===== src/rtl/product_accumulator.sv =====
// Frame accumulator behind the 4-bit multiplier: sums LEN unsigned products per frame
// and presents the modulo-2^ACC_W sum plus a sticky overflow flag on a valid/ready output.
//
// state | meaning
// ACCUM | accepting products into the running frame sum (in_ready=1)
// HOLD  | completed frame result presented on acc_out/overflow (out_valid=1)
module product_accumulator #(
    parameter int LEN   = 4,
    parameter int ACC_W = 12
) (
    input  logic             clk,
    input  logic             rst_n,
    input  logic             in_valid,
    output logic             in_ready,
    input  logic [7:0]       product,
    output logic             out_valid,
    input  logic             out_ready,
    output logic [ACC_W-1:0] acc_out,
    output logic             overflow
);

    localparam int CNT_W = (LEN > 1) ? $clog2(LEN) : 1;
    localparam logic [CNT_W-1:0] CNT_LAST = CNT_W'(LEN - 1);

    typedef enum logic {
        ACCUM = 1'b0,
        HOLD  = 1'b1
    } state_t;

    state_t           state;
    state_t           state_next;
    logic [ACC_W-1:0] acc;
    logic [CNT_W-1:0] cnt;
    logic             ovf;
    logic [ACC_W:0]   sum_ext;
    logic             take;
    logic             last;

    // One extra bit captures the carry out of the modulo-2^ACC_W sum.
    assign sum_ext = {1'b0, acc} + {{(ACC_W - 7){1'b0}}, product};
    assign take    = in_valid && in_ready;
    assign last    = (cnt == CNT_LAST);

    always_comb begin
        state_next = state;
        in_ready   = 1'b0;
        out_valid  = 1'b0;
        case (state)
            ACCUM: begin
                in_ready = 1'b1;
                if (in_valid && last) begin
                    state_next = HOLD;
                end
            end
            HOLD: begin
                out_valid = 1'b1;
                if (out_ready) begin
                    state_next = ACCUM;
                end
            end
            default: state_next = ACCUM;
        endcase
    end

    always_ff @(posedge clk) begin
        if (!rst_n) begin
            state    <= ACCUM;
            acc      <= '0;
            cnt      <= '0;
            ovf      <= 1'b0;
            acc_out  <= '0;
            overflow <= 1'b0;
        end else begin
            state <= state_next;
            if (take) begin
                if (last) begin
                    acc_out  <= sum_ext[ACC_W-1:0];
                    overflow <= ovf | sum_ext[ACC_W];
                    acc      <= '0;
                    ovf      <= 1'b0;
                    cnt      <= '0;
                end else begin
                    acc <= sum_ext[ACC_W-1:0];
                    ovf <= ovf | sum_ext[ACC_W];
                    cnt <= cnt + CNT_W'(1);
                end
            end
        end
    end

endmodule


===== config.mk =====
export PLATFORM = sky130hd
export DESIGN_NAME = product_accumulator
export DESIGN_NICKNAME = d
export VERILOG_FILES = /design/src/rtl/product_accumulator.sv
export SDC_FILE = /design/constraint.sdc
export NUM_CORES = 1
export LEC_CHECK = 0
export CORE_ASPECT_RATIO = 1.2
export CORE_MARGIN = 2
export CORE_UTILIZATION = 52
export CTS_CLUSTER_SIZE = 12
export DETAILED_ROUTE_END_ITERATION = 10
export GPL_TIMING_DRIVEN = 0
export PLACE_DENSITY_LB_ADDON = 0.08
export SETUP_SLACK_MARGIN = 0.2
export SLEW_MARGIN = 20
export SYNTH_ARGS = -nofsm -noshare
export SYNTH_HDL_FRONTEND = slang
export SYNTH_SLANG_ARGS = --single-unit

===== constraint.sdc =====
create_clock -name clk -period 3.1 [get_ports clk]
set_clock_uncertainty 0.1 [all_clocks]
set_input_delay 0.62 -clock clk [delete_from_list [all_inputs] [get_ports clk]]
set_output_delay 0.62 -clock clk [all_outputs]
set_load 0.005 [all_outputs]

Word level (Yosys, flattened, before mapping)
Cells that the tools add are included.
{"block": "op_classes", "bitwise_logic": 2, "eq_ne": 1, "muxes": 8, "n_reduce_logical": 3, "add_sub_neg": 2}
{"cell": "12-bit by 8-bit adder with 13-bit output", "count": 1}
{"cell": "12-bit two-way mux", "count": 1}
{"cell": "1-bit two-way mux", "count": 5}
{"cell": "2-bit by 1-bit adder with 2-bit output, second input constant", "count": 1}
{"cell": "2-bit equality test, second input constant", "count": 1}
{"cell": "1-bit logical AND", "count": 2}
{"cell": "2-bit two-way mux", "count": 1}
{"cell": "1-bit one-hot mux with 2 select lines", "count": 1}
{"cell": "2-bit AND reduction", "count": 1}
{"cell": "1-bit inverter", "count": 1}
{"cell": "1-bit bitwise OR", "count": 1}
{"block": "totals", "register_bits": 29, "word_cells": 22, "in_bits": 12}

Logic depth before layout (Yosys ltp)
Gate-level depths: netlist of run 1.
{"block": "logic_depth", "word_depth": 4, "ltp_mapped": 7, "depth_no_buf": 7}

Worst setup path before layout of run 1
No wires, ideal clock.
{"block": "synth_timing", "kind": "input to register", "startpoint": "input port product[0]", "endpoint": "register acc_out[8]", "path_slack_ns": 0.729, "setup_ns": 0.117, "cell_stages": 7, "path_buffers": 0, "arrival_time_ns": 2.154, "cell_sequence": "ha_1 -> fa_1 -> a21o_1 -> nand4_1 -> a21oi_1 -> or3_1 -> a32o_1"}
{"block": "synth_via", "elab_chain_len": 1}
{"element": "start: declaration", "line": "15", "text": "input logic [7:0] product,"}
{"element": "12-bit by 8-bit adder with 13-bit output", "line": "40", "text": "assign sum_ext = {1'b0, acc} + {{(ACC_W - 7){1'b0}}, product};"}
{"element": "end signal: assignment", "line": "77", "text": "acc_out <= sum_ext[ACC_W-1:0];"}
{"element": "end: declaration", "line": "18", "text": "output logic [ACC_W-1:0] acc_out,"}
Every way passes these cells.
A chain may end at the register's enable or synchronous reset.

Worst setup path after layout of run 1
Ends and elaborated chain as after synthesis.

==> metrics.csv, run 1 <==
metric,value,unit
status,completed,
initial antenna violation count,0,
slew of the pin with the lowest slew margin,0.5272,ns
Adder-Cell Fraction of Synth Area,0.08576,
Synth area leaders,"dfxtp_1, ha_1, nand2_1",
CP max stage delay,0.41,ns
Highest Clock Rate,388.8,MHz
WL/cell,15.07,um
quantity of I/O buffers inserted on ports,26,
clock period minus final worst setup slack,2.572,ns
P_int,0.5903,mW
Final Net Count,228,
die extent in y,63.74,um
Row Count,21,
CP Capture Type,flop,
RSZ-0062 raised after global routing,no,
root buf cell,clkbuf_4,
total global routing overflow,0,
async set-reset flop share out of synthesis,0,
GPL Wtd Cong,0.8439,
Via Count,1448,
DP Wirelength,2.592,mm
max cap viols,0,
combinational share of power,0.243,
clock share of power,0.281,
DIE AREA,0.003428,mm2
layout overhead on the synthesized area,23.14,%
family with the most delay on the worst path,adder cells,
Syn Area/Cell,8.939,um2
core box area,0.002811,mm2
part of the power in registers,0.477,
Detail Route Antenna Nets,0,
Iteration-0 DRC Markers,40,
first-pass GRT wire length,6.023,mm
Ant. Diodes,0,
ratio of cells with drive above 1 in the final layout,0.05825,
final hold violations,0,
Bufs and invs on worst path,1,
1st-pass router iterations,4,
Hold Path Class,flop to flop,
# Post-CTS Setup Buffers,0,
most frequent cell after synthesis,dfxtp_1,
"Cell Area, Synth",0.001546,mm2
"Reg clk slew, reported paths",0.10,ns
"Seq/Total Area, Yosys",0.3754,
CTS hold repair buffers,0,
Final Cell Area,0.001904,mm2
I/O pin cnt,27,
Design Power,0.8533,mW
XOR/XNOR Fraction of Synth Area,0.03398,
switching part of the total,0.3082,
Psw,0.2630,mW
Synth Area in Compound Gates,0.2654,
mux contribution to synthesized area,0,
main combinational cell family by area after synthesis,compound AO/OA/AOI/OAI gates,
crit path DAT,2.70,ns
Max H-tree Level,2,
placed cell areas,0.001849,mm2
Rel. slew slack,0.6485,
Post-synth EDFFs,0,
Post-synth top flop,dfxtp_1,
Post-Route WL,3.616,mm
number of buffers created by CTS,5,
clk_lat worst skew,0.33,ns
"FF+latch count, synth",29,
slowest CP cell,fa_1,
worst endpoint required time,3.23,ns
P_leak,0.7458,nW
CP Class,input pin to flop,
via/cell ratio,6.033,
CTS sink count,29,
Post-Place Cells,233,
Final Cycle Share,0.8297,
"Net Count, Synth",195,
Post-synth top cells,"dfxtp_1, nand2_1, ha_1",
CTS tree,built,
yosys warns,0,
startpoint types,input pin,
number of global-route vias before repair,1398,
Starting Density,0.5501,
largest net degree at the start of global routing,11,
total global-route track usage,0.2395,
Layout fillers,237,
pwr dens,448.1,mW/mm2
post-synthesis cell type count,41,
post-CTS sizing,0,
gate count after technology mapping,173,
Post-Layout Cell Count,240,
Simple-Gate Fraction of Synth Area,0.2055,
cell taking the most area after synthesis,dfxtp_1,
# setup viols final,0,
"critical path, cell by cell",clkdlybuf4s50_1 -> ha_1 -> fa_1 -> a21o_1 -> nand4_1 -> a21oi_1 -> or3_1 -> a32o_1,
chip width,53.78,um
drt drc,0,
clk buf depth,2,
Final Max Tran Viols,0,
setup TNS,0,ns
"Max FO, Critical Path",4,
Yosys top cell area share,0.3754,
worst vdd ir,0.3358,mV
==> sequential cells by signal, indices dropped and copies added, names as in the netlist <==
register	flops
acc	12
cnt	2
overflow	1
state	1
ovf	1
acc_out	12
==> worst paths after layout <==
kind / from / slack (ns) / depth (start not counted) / to
min reg2reg: ovf$_SDFFE_PN0P_ / 0.36 / 2 / ovf$_SDFFE_PN0P_
min: ovf$_SDFFE_PN0P_ / 0.36 / 2 / ovf$_SDFFE_PN0P_
max: product[0] / 0.53 / 8 / acc_out[8]$_SDFFE_PN0P_
max reg2reg: acc[0]$_SDFFE_PN0P_ / 0.91 / 7 / acc_out[8]$_SDFFE_PN0P_
==> cells in the final DEF (no fill, tap or decap), drive strengths merged, types with 2 or more instances in the layout <==
master and count:
o21a 3, o21ai 6, clkbuf 13, nor2 8
nor3 2, or3 2, xor2 3, nand3b 8
xnor2 3, a21boi 3, buf 3, inv 4
a21o 3, ha 9, a31oi 3, a32o 3
nand4 4, a22o 6, and3 2, a21oi 8
nand3 7, nand2 17, clkdlybuf4s50 26, a22oi 4
dfxtp 29, nor2b 5, o211ai 8, o2111ai 2
==> per-layer routing <==
layer  track usage  vias to the layer above  routed length (um)
met3       0.07009                        4                 175
met2        0.3979                       45                1756
met5             0                        -                   0
met1        0.2726                      688                1631
li1              -                      711                   -
met4        0.1090                        0                  52
==> power by group through the flow <==
stage               registers (mW)  clock network (mW)  logic (mW)
floorplan                    0.412                   0       0.151
global placement             0.414                   0       0.198
detailed placement           0.415                   0       0.204
CTS                          0.407               0.240       0.206
global route                 0.409               0.260       0.228
finish                       0.407               0.239       0.207
==> area by class of cell <==
| cell class | instances | area (um2) | share of cell area |
|---|---|---|---|
| Timing Repair Buffer | 26 | 260.3 | 0.1367 |
| Buffer | 9 | 37.54 | 0.01971 |
| Tap cell | 34 | 42.54 | 0.02234 |
| Clock buffer | 7 | 55.05 | 0.02891 |
| Multi-Input combinational cell | 131 | 913.4 | 0.4796 |
| Inverter | 4 | 15.01 | 0.007884 |
| Sequential cell | 29 | 580.6 | 0.3049 |
==> logic make-up after synthesis <==
logic type | Yosys count
flip-flops | 29
XOR/XNOR | 6
AND/OR/NAND/NOR | 60
adder cells (fa/ha/maj) | 10
AO/OA/AOI/OAI | 55
buffers and inverters | 13
==> stage by stage <==
stage          hold slack (ns)  setup slack (ns)    util
2_1_floorplan           0.3252            0.7288       -
3_3_place_gp            0.3346            0.1880  0.6578
3_5_place_dp            0.3435            0.1899  0.6578
4_1_cts                 0.3591            0.5342  0.6773
5_1_grt                 0.3881            0.4685  0.6773
6_report                0.3574            0.5280  0.6773
==> worst register-to-register path: stages, from the launching register on <==
cell and delay (ns):
dfxtp_1 0.33, ha_1 0.21, fa_1 0.41, a21o_1 0.21
nand4_1 0.14, a21oi_1 0.13, or3_1 0.32, a32o_1 0.24
No activity file was read; power rests on OpenSTA's default activity.
==> run 2: changes to the inputs <==
CORE_UTILIZATION = 47   (was 52)
clock period = 2.1 ns   (was 3.1 ns; I/O delays follow)
==> run 2 against run 1 <==
  * Clock-buffer cell count fell by 1
  * Critical path type is now flop to flop
  * Critical path depth fell by 1
  * Global-route usage fell by 0.053 points
  * Highest routed layer unchanged
  * Worst hold slack improved by 0.0013 ns
  * Register-to-register slack got worse by 0.91 ns
==> metrics.csv, run 2 (same netlist as run 1, synthesis figures left out) <==
metric,value,unit
status,completed,
Final Cell Area,0.002108,mm2
pre-CTS setup slack,-0.5861,ns
number of buffers created by CTS,5,
WL/cell,16.72,um
CTS tree,built,
clock period minus final worst setup slack,2.096,ns
Post-Place Cells,235,
Iteration-0 DRC Markers,49,
DP Wirelength,2.857,mm
Detail Route Antenna Nets,0,
pwr dens,629.7,mW/mm2
"Reg clk slew, reported paths",0.10,ns
final hold violations,0,
slew of the pin with the lowest slew margin,0.5236,ns
Post-Layout Cell Count,250,
CP Class,flop to flop,
Ant. Diodes,0,
placed cell areas,0.001889,mm2
Final Net Count,235,
chip width,56.37,um
max cap viols,0,
reg2reg start,acc[0]$_SDFFE_PN0P_,
Hold Path Class,flop to flop,
die extent in y,66.84,um
layout overhead on the synthesized area,36.33,%
quantity of I/O buffers inserted on ports,26,
ratio of cells with drive above 1 in the final layout,0.2009,
RSZ-0062 raised after global routing,yes,
Starting Density,0.4972,
Design Power,1.327,mW
crit path DAT,2.23,ns
min-delay src,ovf$_SDFFE_PN0P_,
I/O pin cnt,27,
Final Max Tran Viols,0,
total global routing overflow,0,
P_leak,0.8021,nW
number of global-route vias before repair,1457,
# setup viols final,0,
biggest regs,"acc x12, acc_out x12, cnt x2",
Row Count,22,
worst vdd ir,0.5165,mV
CP Capture Type,flop,
first-pass GRT wire length,6.810,mm
worst endpoint required time,2.24,ns
Highest Clock Rate,477.2,MHz
"commonest non-fill, non-tap cell in the layout",dfxtp_1,
initial antenna violation count,0,
clk buf depth,2,
Max H-tree Level,2,
via/cell ratio,6.008,
Setup crit start,acc[0]$_SDFFE_PN0P_,
largest net degree at the start of global routing,11,
1st-pass router iterations,4,
clk_lat worst skew,0.34,ns
most frequent cells in the layout,"dfxtp_1, clkdlybuf4s50_1, nand2_1",
CTS hold repair buffers,0,
"Max FO, Critical Path",3,
drt drc,0,
Via Count,1502,
Final Cycle Share,0.9979,
Post-Route WL,4.180,mm
total global-route track usage,0.2390,
core box area,0.003110,mm2
root buf cell,clkbuf_4,
final setup margin,0.004496,ns
CTS sink count,29,
startpoint types,flop,
Rel. slew slack,0.6509,
GPL Wtd Cong,0.9234,
DIE AREA,0.003767,mm2
[run 2: power breakdown]
group	switching (mW)	internal (mW)
Sequential	0.0268	0.582
Clock	0.207	0.127
Combinational	0.203	0.180
[run 2: stage by stage]
stage / setup TNS, ns / util / hold WS (ns)
finish: 0 / 0.6778 / 0.3586
floorplan: 0 / - / 0.3252
detailed placement: -7.361 / 0.6074 / 0.3485
CTS: 0 / 0.6488 / 0.3610
global route: -0.03594 / 0.6778 / 0.3899
global placement: -6.695 / 0.6074 / 0.3365
[run 2: metal layers]
metal / track usage / up-vias / routed length, um
li1: - / 729 / -
met1: 0.2808 / 724 / 1840
met2: 0.4059 / 40 / 2071
met3: 0.06408 / 9 / 197
met4: 0.1101 / 0 / 71
met5: 0 / - / 0
[run 2: path summary, 6_finish.rpt]
| check | end | slack (ns) | depth (start not counted) |
|---|---|---|---|
| worst min-delay path | ovf$_SDFFE_PN0P_ | 0.36 | 2 |
| worst min register to register | ovf$_SDFFE_PN0P_ | 0.36 | 2 |
| worst max register to register | acc_out[8]$_SDFFE_PN0P_ | 0.004 | 7 |
| worst max-delay path | acc_out[8]$_SDFFE_PN0P_ | 0.004 | 7 |
[run 2: worst max-delay path, stage by stage (launching register included)]
cell and delay (ns):
dfxtp_2 0.35, ha_4 0.16, fa_2 0.34, a21o_1 0.18
nand4_1 0.22, a21oi_2 0.10, or3_1 0.31, a32o_1 0.22
[run 2: timing repair]
action                                  4_1_cts  5_1_grt
endpoints found under the setup margin       19       21
resized for setup                            17       16
pin swaps                                    11        7
buffers inserted                              4        3
[run 2: area by class of cell]
| cell class | count | area, um2 |
|---|---|---|
| tap | 36 | 45.04 |
| inverter | 4 | 15.01 |
| multi-input combinational | 131 | 1052 |
| sequential | 29 | 586.8 |
| fill | 273 | 1002 |
| timing repair buffer | 33 | 309.0 |
| clock inverter | 2 | 10.01 |
| buffer | 9 | 48.80 |
| clock buffer | 6 | 41.29 |
==> run 3: changes to the inputs <==
CORE_ASPECT_RATIO = 0.8   (was 1.2)
==> run 3 against run 2 <==
  * Clock power is 55% higher
  * Utilization is 3.1 points higher
  * Via count is 3.9% higher
  * Worst setup slack better by 0.065 ns
  * Critical endpoint is now acc[10]$_SDFFE_PN0P_
  * Highest routed layer unchanged
==> metrics.csv, run 3 (same netlist as run 1, synthesis figures left out) <==
metric,value,unit
Highest Clock Rate,492.5,MHz
initial antenna violation count,0,
biggest regs,"acc x12, acc_out x12, cnt x2",
number of buffers created by CTS,5,
max cap viols,0,
number of global-route vias before repair,1480,
part of the power in registers,0.399,
crit path DAT,2.14,ns
CTS sink count,29,
ratio of cells with drive above 1 in the final layout,0.2477,
Final Net Count,239,
root buf cell,clkbuf_8,
clk_lat worst skew,0.28,ns
pwr dens,695.0,mW/mm2
Starting Density,0.4976,
I/O pin cnt,27,
most frequent cells in the layout,"dfxtp_1, clkdlybuf4s50_1, nand2_1",
"critical path, cell by cell",ha_4 -> fa_2 -> a21o_1 -> nand4_1 -> a31oi_2 -> or3b_1 -> a31oi_1,
# setup viols final,0,
largest net degree at the start of global routing,11,
status,completed,
chip width,68.13,um
clk buf depth,2,
1st-pass router iterations,4,
slew of the pin with the lowest slew margin,0.5188,ns
clock share of power,0.340,
"Reg clk slew, reported paths",0.06,ns
P_int,1.068,mW
RSZ-0062 raised after global routing,yes,
layout overhead on the synthesized area,42.39,%
worst vdd ir,0.4187,mV
Post-Route WL,4.326,mm
quantity of I/O buffers inserted on ports,26,
CP max stage delay,0.37,ns
CP Capture Type,flop,
DIE AREA,0.003768,mm2
core box area,0.003108,mm2
WL/cell,16.77,um
P_leak,0.8581,nW
Detail Route Antenna Nets,0,
Final Max Tran Viols,0,
Final Cycle Share,0.9668,
Hold Path Class,flop to flop,
switching part of the total,0.3025,
via/cell ratio,6.050,
worst endpoint required time,2.21,ns
CP Class,flop to flop,
final hold slack,0.3541,ns
"Max FO, Critical Path",3,
Psw,0.4629,mW
final hold violations,0,
clock period minus final worst setup slack,2.030,ns
combinational share of power,0.262,
final setup margin,0.06971,ns
DP Wirelength,2.815,mm
total global-route track usage,0.2503,
die extent in y,55.31,um
slowest CP cell,or3b_1,
drt drc,0,
Via Count,1561,
Layout fillers,236,
GPL Wtd Cong,0.8553,
Row Count,18,
Iteration-0 DRC Markers,87,
first-pass GRT wire length,7.079,mm
Ant. Diodes,0,
CTS tree,built,
Rel. slew slack,0.6542,
total global routing overflow,0,
Max H-tree Level,2,
"commonest non-fill, non-tap cell in the layout",dfxtp_1,
startpoint types,flop,
pre-CTS setup slack,-0.5576,ns
[run 3: area by class of cell]
cell class | count | area, um2 | area share
buffer | 9 | 55.05 | 0.02500
clock buffer | 7 | 96.34 | 0.04375
clock inverter | 1 | 5.005 | 0.002273
inverter | 4 | 15.01 | 0.006818
multi-input combinational | 131 | 1061 | 0.4818
sequential | 29 | 586.8 | 0.2665
tap | 40 | 50.05 | 0.02273
timing repair buffer | 37 | 332.8 | 0.1511
[run 3: through the flow]
| stage | TNS (ns) | util | cell area (um2) | cells | total power, mW |
|---|---|---|---|---|---|
| after CTS | 0 | 0.6872 | 2136 | 255 | 1.503 |
| after global placement | -6.389 | 0.6095 | 1894 | 239 | 0.9186 |
| after global routing | 0 | 0.7085 | 2202 | 258 | 1.601 |
| after floorplan | 0 | - | 1584 | 173 | 0.8415 |
| final | 0 | 0.7085 | 2202 | 258 | 1.530 |
| after detailed placement | -7.022 | 0.6095 | 1894 | 239 | 0.9351 |
[run 3: power by group through the flow]
stage / Combinational (mW) / Sequential [mW] / Clock [mW]
3_5_place_dp: 0.319 / 0.616 / 0
3_3_place_gp: 0.306 / 0.613 / 0
5_1_grt: 0.441 / 0.614 / 0.546
2_1_floorplan: 0.231 / 0.610 / 0
6_report: 0.401 / 0.610 / 0.520
4_1_cts: 0.378 / 0.607 / 0.518
[run 3: what timing repair did]
| action | CTS | global route |
|---|---|---|
| buffers inserted | 8 | 3 |
| setup endpoints to repair | 19 | 23 |
| hold buffers | 0 | 0 |
| cloned | 0 | 0 |
| pin swaps | 18 | 5 |
| resized for setup | 28 | 19 |
[run 3: layer usage]
metal,GRT usage,wire length [um]
met1,0.3431,1942
met2,0.3731,2029
met3,0.06110,299
met4,0.1000,54
met5,0,0
[run 3: path summary, 6_finish.rpt]
check             slack [ns]  cells past startpoint                  endpoint                     start
setup reg to reg        0.07                      7      acc[10]$_SDFFE_PN0P_       acc[0]$_SDFFE_PN0P_
hold reg to reg         0.35                      2  acc_out[10]$_SDFFE_PN0P_  acc_out[10]$_SDFFE_PN0P_
setup / recovery        0.07                      7      acc[10]$_SDFFE_PN0P_       acc[0]$_SDFFE_PN0P_
hold / removal          0.35                      2  acc_out[10]$_SDFFE_PN0P_  acc_out[10]$_SDFFE_PN0P_
[run 3: critical path: cells and delay by family, from the launching register on]
family / cells / cell delay (ns)
AOI/OAI and AO/OA: 3 / 0.48
adders and majority gates: 2 / 0.51
DFF: 1 / 0.33
and+or+nand+nor: 2 / 0.54
